[src/rtl/imem_loader.sv]
// Instruction memory loader: turns a length-prefixed little-endian byte stream into
// word writes at consecutive addresses and keeps the core in reset until a load completes.
module imem_loader #(
  parameter int ADDR_WIDTH = 16,
  parameter int DATA_WIDTH = 32,
  parameter int BOOT_HOLD  = 1
) (
  input  logic                  clk,
  input  logic                  rst_n,
  input  logic                  start,
  input  logic                  in_valid,
  input  logic [7:0]            in_data,
  output logic                  in_ready,
  output logic                  mem_we,
  output logic [ADDR_WIDTH-1:0] mem_addr,
  output logic [DATA_WIDTH-1:0] mem_wdata,
  output logic                  busy,
  output logic                  done,
  output logic                  err,
  output logic                  core_rst_n
);

  typedef enum logic [2:0] {
    IDLE  = 3'd0,
    LEN   = 3'd1,
    DATA  = 3'd2,
    FLUSH = 3'd3,
    DONE  = 3'd4,
    ERR   = 3'd5
  } state_t;

  // Capacity is held one bit wider than the length so N == 2^ADDR_WIDTH stays legal.
  localparam logic [32:0]         CAPACITY = 33'd1 << ADDR_WIDTH;
  localparam logic [ADDR_WIDTH:0] CNT_ONE  = {{ADDR_WIDTH{1'b0}}, 1'b1};

  state_t                  state, state_nx;
  logic [31:0]             len;
  logic [1:0]              byte_cnt;
  logic [ADDR_WIDTH:0]     word_cnt;
  logic [DATA_WIDTH-1:0]   word_sr;
  logic                    loaded;

  logic                    xfer;
  logic                    last_byte;
  logic                    last_word;
  logic [31:0]             len_full;
  logic [DATA_WIDTH-1:0]   word_full;
  logic                    busy_nx;
  logic                    idle_like;

  assign xfer      = in_valid & in_ready;
  assign last_byte = (byte_cnt == 2'd3);
  assign len_full  = {in_data, len[23:0]};
  assign word_full = {in_data, word_sr[DATA_WIDTH-1:8]};
  assign last_word = ((word_cnt + CNT_ONE) == len[ADDR_WIDTH:0]);
  assign busy_nx   = (state_nx == LEN) || (state_nx == DATA) || (state_nx == FLUSH);
  assign idle_like = (state == IDLE) || (state == DONE) || (state == ERR);

  always_ff @(posedge clk or negedge rst_n) begin
    if (!rst_n) begin
      state <= IDLE;
    end else begin
      state <= state_nx;
    end
  end

  always_comb begin
    state_nx = state;
    in_ready = 1'b0;
    busy     = 1'b0;
    case (state)
      IDLE: begin
        if (start) state_nx = LEN;
      end
      LEN: begin
        in_ready = 1'b1;
        busy     = 1'b1;
        if (xfer && last_byte) begin
          if (len_full == 32'd0)                state_nx = DONE;
          else if ({1'b0, len_full} > CAPACITY) state_nx = ERR;
          else                                  state_nx = DATA;
        end
      end
      DATA: begin
        in_ready = 1'b1;
        busy     = 1'b1;
        if (xfer && last_byte && last_word) state_nx = FLUSH;
      end
      FLUSH: begin
        busy     = 1'b1;
        state_nx = DONE;
      end
      DONE, ERR: begin
        if (start) state_nx = LEN;
      end
      default: state_nx = IDLE;
    endcase
  end

  // Byte assembly, write strobe and status flags; status follows the next state so it is
  // valid in the same cycle the FSM lands in DONE/ERR.
  always_ff @(posedge clk or negedge rst_n) begin
    if (!rst_n) begin
      len        <= '0;
      byte_cnt   <= '0;
      word_cnt   <= '0;
      word_sr    <= '0;
      loaded     <= 1'b0;
      mem_we     <= 1'b0;
      mem_addr   <= '0;
      mem_wdata  <= '0;
      done       <= 1'b0;
      err        <= 1'b0;
      core_rst_n <= 1'b0;
    end else begin
      mem_we <= 1'b0;
      if (idle_like && start) begin
        byte_cnt <= '0;
      end
      if (xfer) begin
        byte_cnt <= byte_cnt + 2'd1;
        if (state == LEN) begin
          len[8*byte_cnt +: 8] <= in_data;
          if (last_byte) word_cnt <= '0;
        end else begin
          word_sr <= word_full;
          if (last_byte) begin
            mem_we    <= 1'b1;
            mem_addr  <= word_cnt[ADDR_WIDTH-1:0];
            mem_wdata <= word_full;
            word_cnt  <= word_cnt + CNT_ONE;
          end
        end
      end
      done   <= (state_nx == DONE);
      err    <= (state_nx == ERR);
      loaded <= loaded | (state_nx == DONE);
      if (busy_nx)              core_rst_n <= 1'b0;
      else if (BOOT_HOLD == 0)  core_rst_n <= 1'b1;
      else                      core_rst_n <= loaded | (state_nx == DONE);
    end
  end

endmodule

[config.mk]
export PLATFORM = sky130hd
export DESIGN_NAME = imem_loader
export DESIGN_NICKNAME = d
export VERILOG_FILES = /design/src/rtl/imem_loader.sv
export SDC_FILE = /design/constraint.sdc
export NUM_CORES = 1
export LEC_CHECK = 0
export ABC_CLOCK_PERIOD_IN_PS = 2200
export CAP_MARGIN = 5
export CORE_MARGIN = 2
export CORE_UTILIZATION = 46
export CTS_CLUSTER_DIAMETER = 30
export DETAILED_ROUTE_END_ITERATION = 8
export PLACE_DENSITY = 0.72
export SETUP_SLACK_MARGIN = 0.1
export SYNTH_ARGS = -nofsm -noshare
export SYNTH_HDL_FRONTEND = slang
export SYNTH_SLANG_ARGS = --single-unit
[constraint.sdc]
create_clock -name clk -period 2.2 [get_ports clk]
set_input_delay 0.44 -clock clk [delete_from_list [all_inputs] [get_ports clk]]
set_output_delay 0.44 -clock clk [all_outputs]
set_load 0.02 [all_outputs]
==> results.cfg <==
[floorplan]
start_util_pct = 47.39
core_area_um2 = 12060
die_x_um = 115.5
num_io_pins = 66
die_y_um = 115.5
die-area_um2 = 13330
num_rows = 40

[clocking]
cts-buffers-inserted = 17
root_buffer = clkbuf_16
cts_tree = done
cts_hold_buf = 0
clk_latency_ns = 0.42
clk_path_buf_depth = 2
clk_pin_slew_ns = 0.06
cts_max_level = 4
cts.sinks = 123

[synth]
synth_common_cells = nand2_1, dfrtp_1, o21ai_0
synthArstFlopShare_pct = 100.0
yosys_warnings = 0
ys.flop_type = dfrtp_1
syn_nets = 625
synth_area_leaders = dfrtp_1, nand2_1, mux2_2, o21ai_0, xnor2_1
synth-edff-count = 0
synth_top_cell_by_area = dfrtp_1
yosysUniqueCellTypes = 52
synth-seq-cells = 123
syn-cell-area_um2 = 5715
ys_seq_area_share_pct = 53.85
synth_cells = 607
synth_top_cell_area_share_pct = 53.85
yosysMostFrequentCell = nand2_1
synth_area_per_cell_um2 = 9.416

[sta]
worst_slack_ns = 0.06786
hold_viol_final = 0
rsz0062_at_grt = yes
worst_pin_slew_ns = 0.6679
tns_ns = 0
period_share_pct = 96.92
setup_viol = 0
slew_headroom_pct = 55.48
fin_skew_ns = 0.01277
fin_crit_ns = 2.132
fmax_ghz = 0.4690
drv_slew = 0

[route]
wl_um = 14050
drtPass1Iterations = 5
drt.antenna.violating_nets = 0
via_count = 4773
post-route-drc-count = 0
drtIter0Drc = 295
wl_per_cell_um = 15.53
vias_per_cell = 5.274

[pwr]
leakagePower_nw = 3.616
powerDensity_nw_per_um2 = 885.2
ir_worst_vdd_mv = 0.5832

[global_routing]
antenna_found_initial = 0
grt_use_total_pct = 22.61
grt_pass1_wl_um = 23180
grt_overflow = 0
grt_pass1_vias = 4646
grt_max_degree = 124

[worst_setup_path]
crit_path_end = loaded$_DFF_PN0_
path_delay_family = simple AND/OR/NAND/NOR gates
rr_startpoint = len[12]$_DFFE_PN0P_
end_kind = register
arrival_ns = 2.43
startpoint = len[12]$_DFFE_PN0P_
path_cells = nor4_4 > nand4_1 > xor2_1 > a21oi_1 > o31a_1 > and2_1 > or2_2
critPathMaxFanout = 4
regToRegSetupSlack_ns = 0.07
path_buf_inv = 0
required_ns = 2.50
critPathLaunchType = register
cp.depth = 7
ff2ff_path_depth = 7
regToRegEndpoint = loaded$_DFF_PN0_
cp_slowest_cell = dfrtp_2
worstSetupPathType = register to register
max_stage_delay_ns = 0.44

[finish]
area_growth_pct = 33.52
nFillCells = 1007
nets = 742
drive_gt1_share_pct = 21.17
antenna_cells = 0

[placement]
io_buffers = 65
pre_cts_slack_ns = -0.3091
dp_hpwl_um = 9521
finalWeightedCongestion = 0.9348

[run_status]
status = complete, no violations

[worst_hold_path]
hold_class = input pin to asynchronous set/reset pin

[flow_run]
cap_violations = 0
[sequential cells by signal (all words and copies together), names as in the netlist]
name and count:
mem_we 1, word_sr 24, mem_addr 16, done 1, word_cnt 17, err 1
core_rst_n 1, byte_cnt 2, len 24, loaded 1, state 3, mem_wdata 32
[per-stage QoR]
| step | util [%] | area (um2) | std cells | total power, mW | hold WS [ns] |
|---|---|---|---|---|---|
| 6_report | 63.27 | 7631 | 905 | 6.755 | 0.08957 |
| 5_1_grt | 63.27 | 7631 | 905 | 7.092 | 0.1727 |
| 4_1_cts | 62.43 | 7530 | 902 | 6.675 | 0.1565 |
| 3_5_place_dp | 57.06 | 6883 | 862 | 4.060 | 0.4553 |
| 3_3_place_gp | 57.06 | 6883 | 862 | 4.003 | 0.4454 |
| 2_1_floorplan | - | 5715 | 607 | 3.561 | 0.1444 |
[metal layers]
metal	vias to the layer above	part of all wire (%)	GRT usage, %
met5	-	0	0
met4	0	2.4	10.28
met3	30	4.0	4.812
met2	125	49	35.63
met1	2344	45	30.19
li1	2274	-	-
[layout make-up]
cell class | instances | area (um2) | area share (%)
Inverter | 5 | 18.77 | 0.2459
Multi-Input combinational cell | 442 | 2561 | 33.56
Clock inverter | 9 | 65.06 | 0.8526
Sequential cell | 123 | 3084 | 40.42
Timing Repair Buffer | 135 | 1224 | 16.04
Tap cell | 168 | 210.2 | 2.755
Clock buffer | 23 | 467.9 | 6.132
[how the worst min path moves through the flow]
stage	endpoint	start	slack [ns]
after floorplan	byte_cnt[0]$_DFFE_PN0P_	rst_n	0.14
after global placement	mem_wdata[4]$_DFFE_PN0P_	word_sr[12]$_DFFE_PN0P_	0.45
after detailed placement	mem_wdata[0]$_DFFE_PN0P_	word_sr[8]$_DFFE_PN0P_	0.46
after CTS	mem_addr[1]$_DFFE_PN0P_	rst_n	0.16
after global routing	mem_addr[3]$_DFFE_PN0P_	rst_n	0.17
final	word_cnt[10]$_DFFE_PN0P_	rst_n	0.09
[layout by cell type, fill, tap and decap left out, types with 5 or more instances in the layout]
cell type        Yosys  routed
nand4_1              9       9
xnor2_1             15      14
nand2_1            224     223
clkdlybuf4s50_1      0      62
o21ai_0             54      53
ha_1                 6       5
dfrtp_1            123     118
nor4_2               1       7
clkbuf_16            0      17
clkinvlp_4           0       5
mux2_2              25      25
nand3_1              8       7
nor2_1              13      12
buf_6                1       5
o31ai_1              5       5
buf_4                3      63
dfrtp_2              0       5
xor2_1               9       9
[cell families (layout without fill, tap and decap cells)]
| kind of cell | after synthesis | in the layout | synth area share, % |
|---|---|---|---|
| multiplexers | 25 | 25 | 4.926 |
| XOR/XNOR | 25 | 25 | 4.072 |
| AND/OR/NAND/NOR | 296 | 296 | 22.99 |
| AO/OA/AOI/OAI | 90 | 90 | 9.479 |
| buffers and inverters | 42 | 172 | 3.371 |
| adder cells (fa/ha/maj) | 6 | 6 | 1.313 |
| flip-flops | 123 | 123 | 53.85 |
[power breakdown]
part / internal (mW) / switching [mW]
sequential: 2.47 / 0.237
combinational: 0.723 / 0.845
clock: 1.49 / 0.985
[repair_timing]
action	4_1_cts	5_1_grt
cloned	0	0
setup endpoints to repair	5	29
pin swaps	10	15
gates resized for setup	16	19
buffers inserted	8	3
(Power assumes the default switching activity.)
==> RTL change 1: new RTL, same settings <==
`DATA_WIDTH`: 32 -> 48.
--- a/src/rtl/imem_loader.sv
+++ b/src/rtl/imem_loader.sv
@@ -2,7 +2,7 @@
 // word writes at consecutive addresses and keeps the core in reset until a load completes.
 module imem_loader #(
   parameter int ADDR_WIDTH = 16,
-  parameter int DATA_WIDTH = 32,
+  parameter int DATA_WIDTH = 48,
   parameter int BOOT_HOLD  = 1
 ) (
   input  logic                  clk,
Interface: changed (resized mem_wdata); port bits go from 66 to 82. No check against the original RTL was run, so the function may have changed too.
==> RTL change 1 against the original RTL <==
Routed wire length increased by 16%. Setup slack improved by 0.049 ns. Largest power group unchanged. Total power increased by 18%. Design area increased by 18%. Critical path type unchanged. Sequential cell count increased by 32. Highest routed layer unchanged. Non-clock buffer count increased by 14. Synthesized area increased by 21%. Clock skew decreased by 0.0059 ns.
==> RTL change 1: results (changes against the original RTL) <==
status finished, final reports clean; All-Layer GR Usage 21.2% (-1.4 points); clock network contribution to total cell area 6.71% (-0.28 points); Final non-clock buffer share 15.0% (-1.0 points); largest registers mem_wdata: 48 flops, word_sr: 40 flops, len: 24 flops; top area cells in the synthesized netlist dfrtp_1 (56%), nand2_1 (11%), mux2_2 (10%), o21ai_0 (3.5%), xnor2_1 (1.3%); met2 Usage GRT 35.8% (+0.14 points); metal3 WL 586 µm (+4.5%); Via-to-Cell Ratio 5.36 (+1.6%); CTS sink cnt 155 (+26%); DRT Pass-1 Iters 7 (+2); #MultiIn Comb 465 (+5.2%); multi-input combinational area share 32.3% (-1.3 points); Critical Path AT 2.39 ns (-0.04 ns); Setup crit end err; worst-path maximum fanout 8 (+4); Post-CTS Hold Buffers 1 (+1); nets 814 (+9.7%); max_slew headroom 63.2% (+7.7 points); Fill cells 1128 (+12%); Reg2Reg Depth 9 (+2); met1 Use GR 27.8% (-2.4 points); post-synthesis sequential area ratio 56.0% (+2.1 points); Yosys cell types 62 (+19%); global-route wire length before repair 27100 µm (+17%)
==> RTL change 1: cell types whose count changed in the layout (fill, tap and decap cells not counted), sizes merged, moves of 5 or more <==
cell,change
inv,+6
nand2b,+5
dfrtp,+32
nand2,-26
clkdlybuf4s50,+16
clkbuf,-5
o21ai,-5
mux2,+38
==> RTL change 1: cell families (layout without fill, tap and decap cells) <==
logic type	count (synthesis)	after routing	synth area share (%)
flip-flops	155	155	56.0
adder cells (fa/ha/maj)	6	6	1.08
buffers and inverters	47	188	2.84
XOR/XNOR	21	21	2.76
multiplexers	64	64	10.4
AO/OA/AOI/OAI	91	91	8.25
AND/OR/NAND/NOR	283	283	18.7
==> RTL change 1: power by group <==
group | leakage (nW) | total (mW) | internal, mW | switching, mW
Clock | 0.291 | 2.99 | 1.82 | 1.18
Sequential | 2.14 | 3.34 | 3.07 | 0.272
Combinational | 1.89 | 1.61 | 0.717 | 0.894
Total | 4.33 | 7.95 | 5.61 | 2.34
==> RTL change 2: new RTL, same flow settings <==
Made on the original files. Reset style: synchronous (`rst_n`), changed in 2 clocked blocks.
--- a/src/rtl/imem_loader.sv
+++ b/src/rtl/imem_loader.sv
@@ -56,7 +56,7 @@
   assign busy_nx   = (state_nx == LEN) || (state_nx == DATA) || (state_nx == FLUSH);
   assign idle_like = (state == IDLE) || (state == DONE) || (state == ERR);
 
-  always_ff @(posedge clk or negedge rst_n) begin
+  always_ff @(posedge clk) begin
     if (!rst_n) begin
       state <= IDLE;
     end else begin
@@ -99,7 +99,7 @@
 
   // Byte assembly, write strobe and status flags; status follows the next state so it is
   // valid in the same cycle the FSM lands in DONE/ERR.
-  always_ff @(posedge clk or negedge rst_n) begin
+  always_ff @(posedge clk) begin
     if (!rst_n) begin
       len        <= '0;
       byte_cnt   <= '0;
Formal check against the unedited RTL: differs if rst_n is asserted again (counterexample within 4 cycles, from zero or initial values and one cycle with rst_n low); with rst_n held inactive, the same outputs for 10 cycles.
==> RTL change 2 against the original RTL <==
Highest routed layer unchanged. Setup slack better by 0.097 ns. Design area down 8.7%. First-iteration DRC count rose by 20%. Utilization fell by 2.0 points. Routed wire length decreased by 3.5%. Sequential cell count unchanged. Synthesized area decreased by 6.7%.
Power is not compared: it rests on default switching activity, and its combinational part moved more than twofold at a synthesized area within 25%.
==> RTL change 2: results (changes against the original RTL) <==
number of setup buffers added after CTS 0 (-8); Synth warnings 0 (unchanged); All-Layer GR Usage 22.2% (-0.36 points); Synth async-reset ratio 0% (-100 points); Hold Crit Class flip-flop to flip-flop; DR WL met2 6310 µm (-8.0%); CP max stage cell dfxtp_4; 1st-iter DRT viols 355 (+20%); Yosys cell types 58 (+12%); initial antenna violation count 0 (unchanged); Critical Path Start word_cnt[0]; max_slew headroom 67.0% (+12 points); nets 765 (+3.1%); Clock H-tree levels 4 (unchanged); GP Congestion 0.888 (-5.0%); vias in the first global route 4598 (-1.0%); power in the clock group around 2.8 mW; top area cells in the synthesized netlist dfxtp_1 (46%), nand2_1 (14%), a21oi_1 (9.7%), nand3_1 (3.2%), xnor2_1 (2.6%); Routed wire per std cell 15.0 µm (-3.2%); largest net degree at the start of global routing 81 (-35%); ys flop type dfxtp_1; Avg Cell Area, Syn 7.98 µm² (-15%); highest cell delay on the worst timing path 0.37 ns (-0.07 ns); Final Instance Count excl. Fillers 902 (-0.33%); post-synthesis sequential area ratio 46.2% (-7.7 points); global-route wire length before repair 22400 µm (-3.2%); share of layout cells above drive strength 1 14.2% (-6.9 points); Worst path top cell family by delay compound AO/OA/AOI/OAI gates; Placed Area 0.00625 mm² (-9.1%); worst IR drop on VDD 0.000527 V; met2 Usage GRT 35.6% (about the same); metal3 WL 765 µm (+36%); total power 5.26 mW; status finished, final reports clean; Commonest cells post-synth nand2_1 (195), dfxtp_1 (123), a21oi_1 (103), nand3_1 (34), clkbuf_1 (24); skew final 0.00864 ns (-0.00412 ns); DP Worst Slack -0.112 ns (+0.197 ns); Hold Path Stages 2; clock latency on the worst-skew pair 0.42 ns (about the same); R2R Path End err; setup ws final 0.165 ns (+0.0966 ns); met1 Use GR 29.6% (-0.61 points); Num CTS Buffers 17 (unchanged); Critical Path AT 2.37 ns (-0.06 ns); Reg2Reg Depth 7 (unchanged); Min-Delay Endpoint mem_addr[7]; PostCTS Resize Cnt 18 (+2); met3 usage 4.35% (-0.46 points); Inst Count DP 868 (+0.70%); Setup crit end err; DP Wirelength 9190 µm (-3.4%); Logic pwr share under 10%; worst-path maximum fanout 5 (+1); Fill cells 986 (-2.1%); Mapped Nets 686 (+9.8%); worst hold slack 0.453 ns (+0.363 ns); Via Count 4915 (+3.0%); M1 WL 6170 µm (-2.0%)
RTL change 2: cell types whose count changed after synthesis, sizes merged, moves of 4 or more:
cell and delta:
a21oi +97, buf +6, clkbuf +5, dfrtp -123, dfxtp +123, inv +6
mux2 -25, nand2 -28, nand3 +28, nor2 +8, o21ai -34, o31a -4
RTL change 2: kinds of logic after synthesis:
| kind of cell | synth area share, % |
|---|---|
| compound gates | 15.9 |
| xor+xnor | 4.83 |
| fa+ha+maj | 1.41 |
| buf+inv | 5.11 |
| flops | 46.2 |
| mux | 0.188 |
| simple gates | 26.4 |
RTL change 2: cell type report:
type	count	area (µm²)	share of cell area, %
clock buffers	17	425	6.10
clock inverters	14	174	2.50
inverters	10	37.5	0.539
multi-input cells	487	2680	38.4
flip-flops and latches	123	2480	35.5
well taps	143	179	2.57
repair buffers	108	1000	14.3
RTL change 2: worst min-delay path: stages (launching register included):
cell and delay, ns:
dfxtp_1 0.31, nand2_1 0.05, a21oi_1 0.05
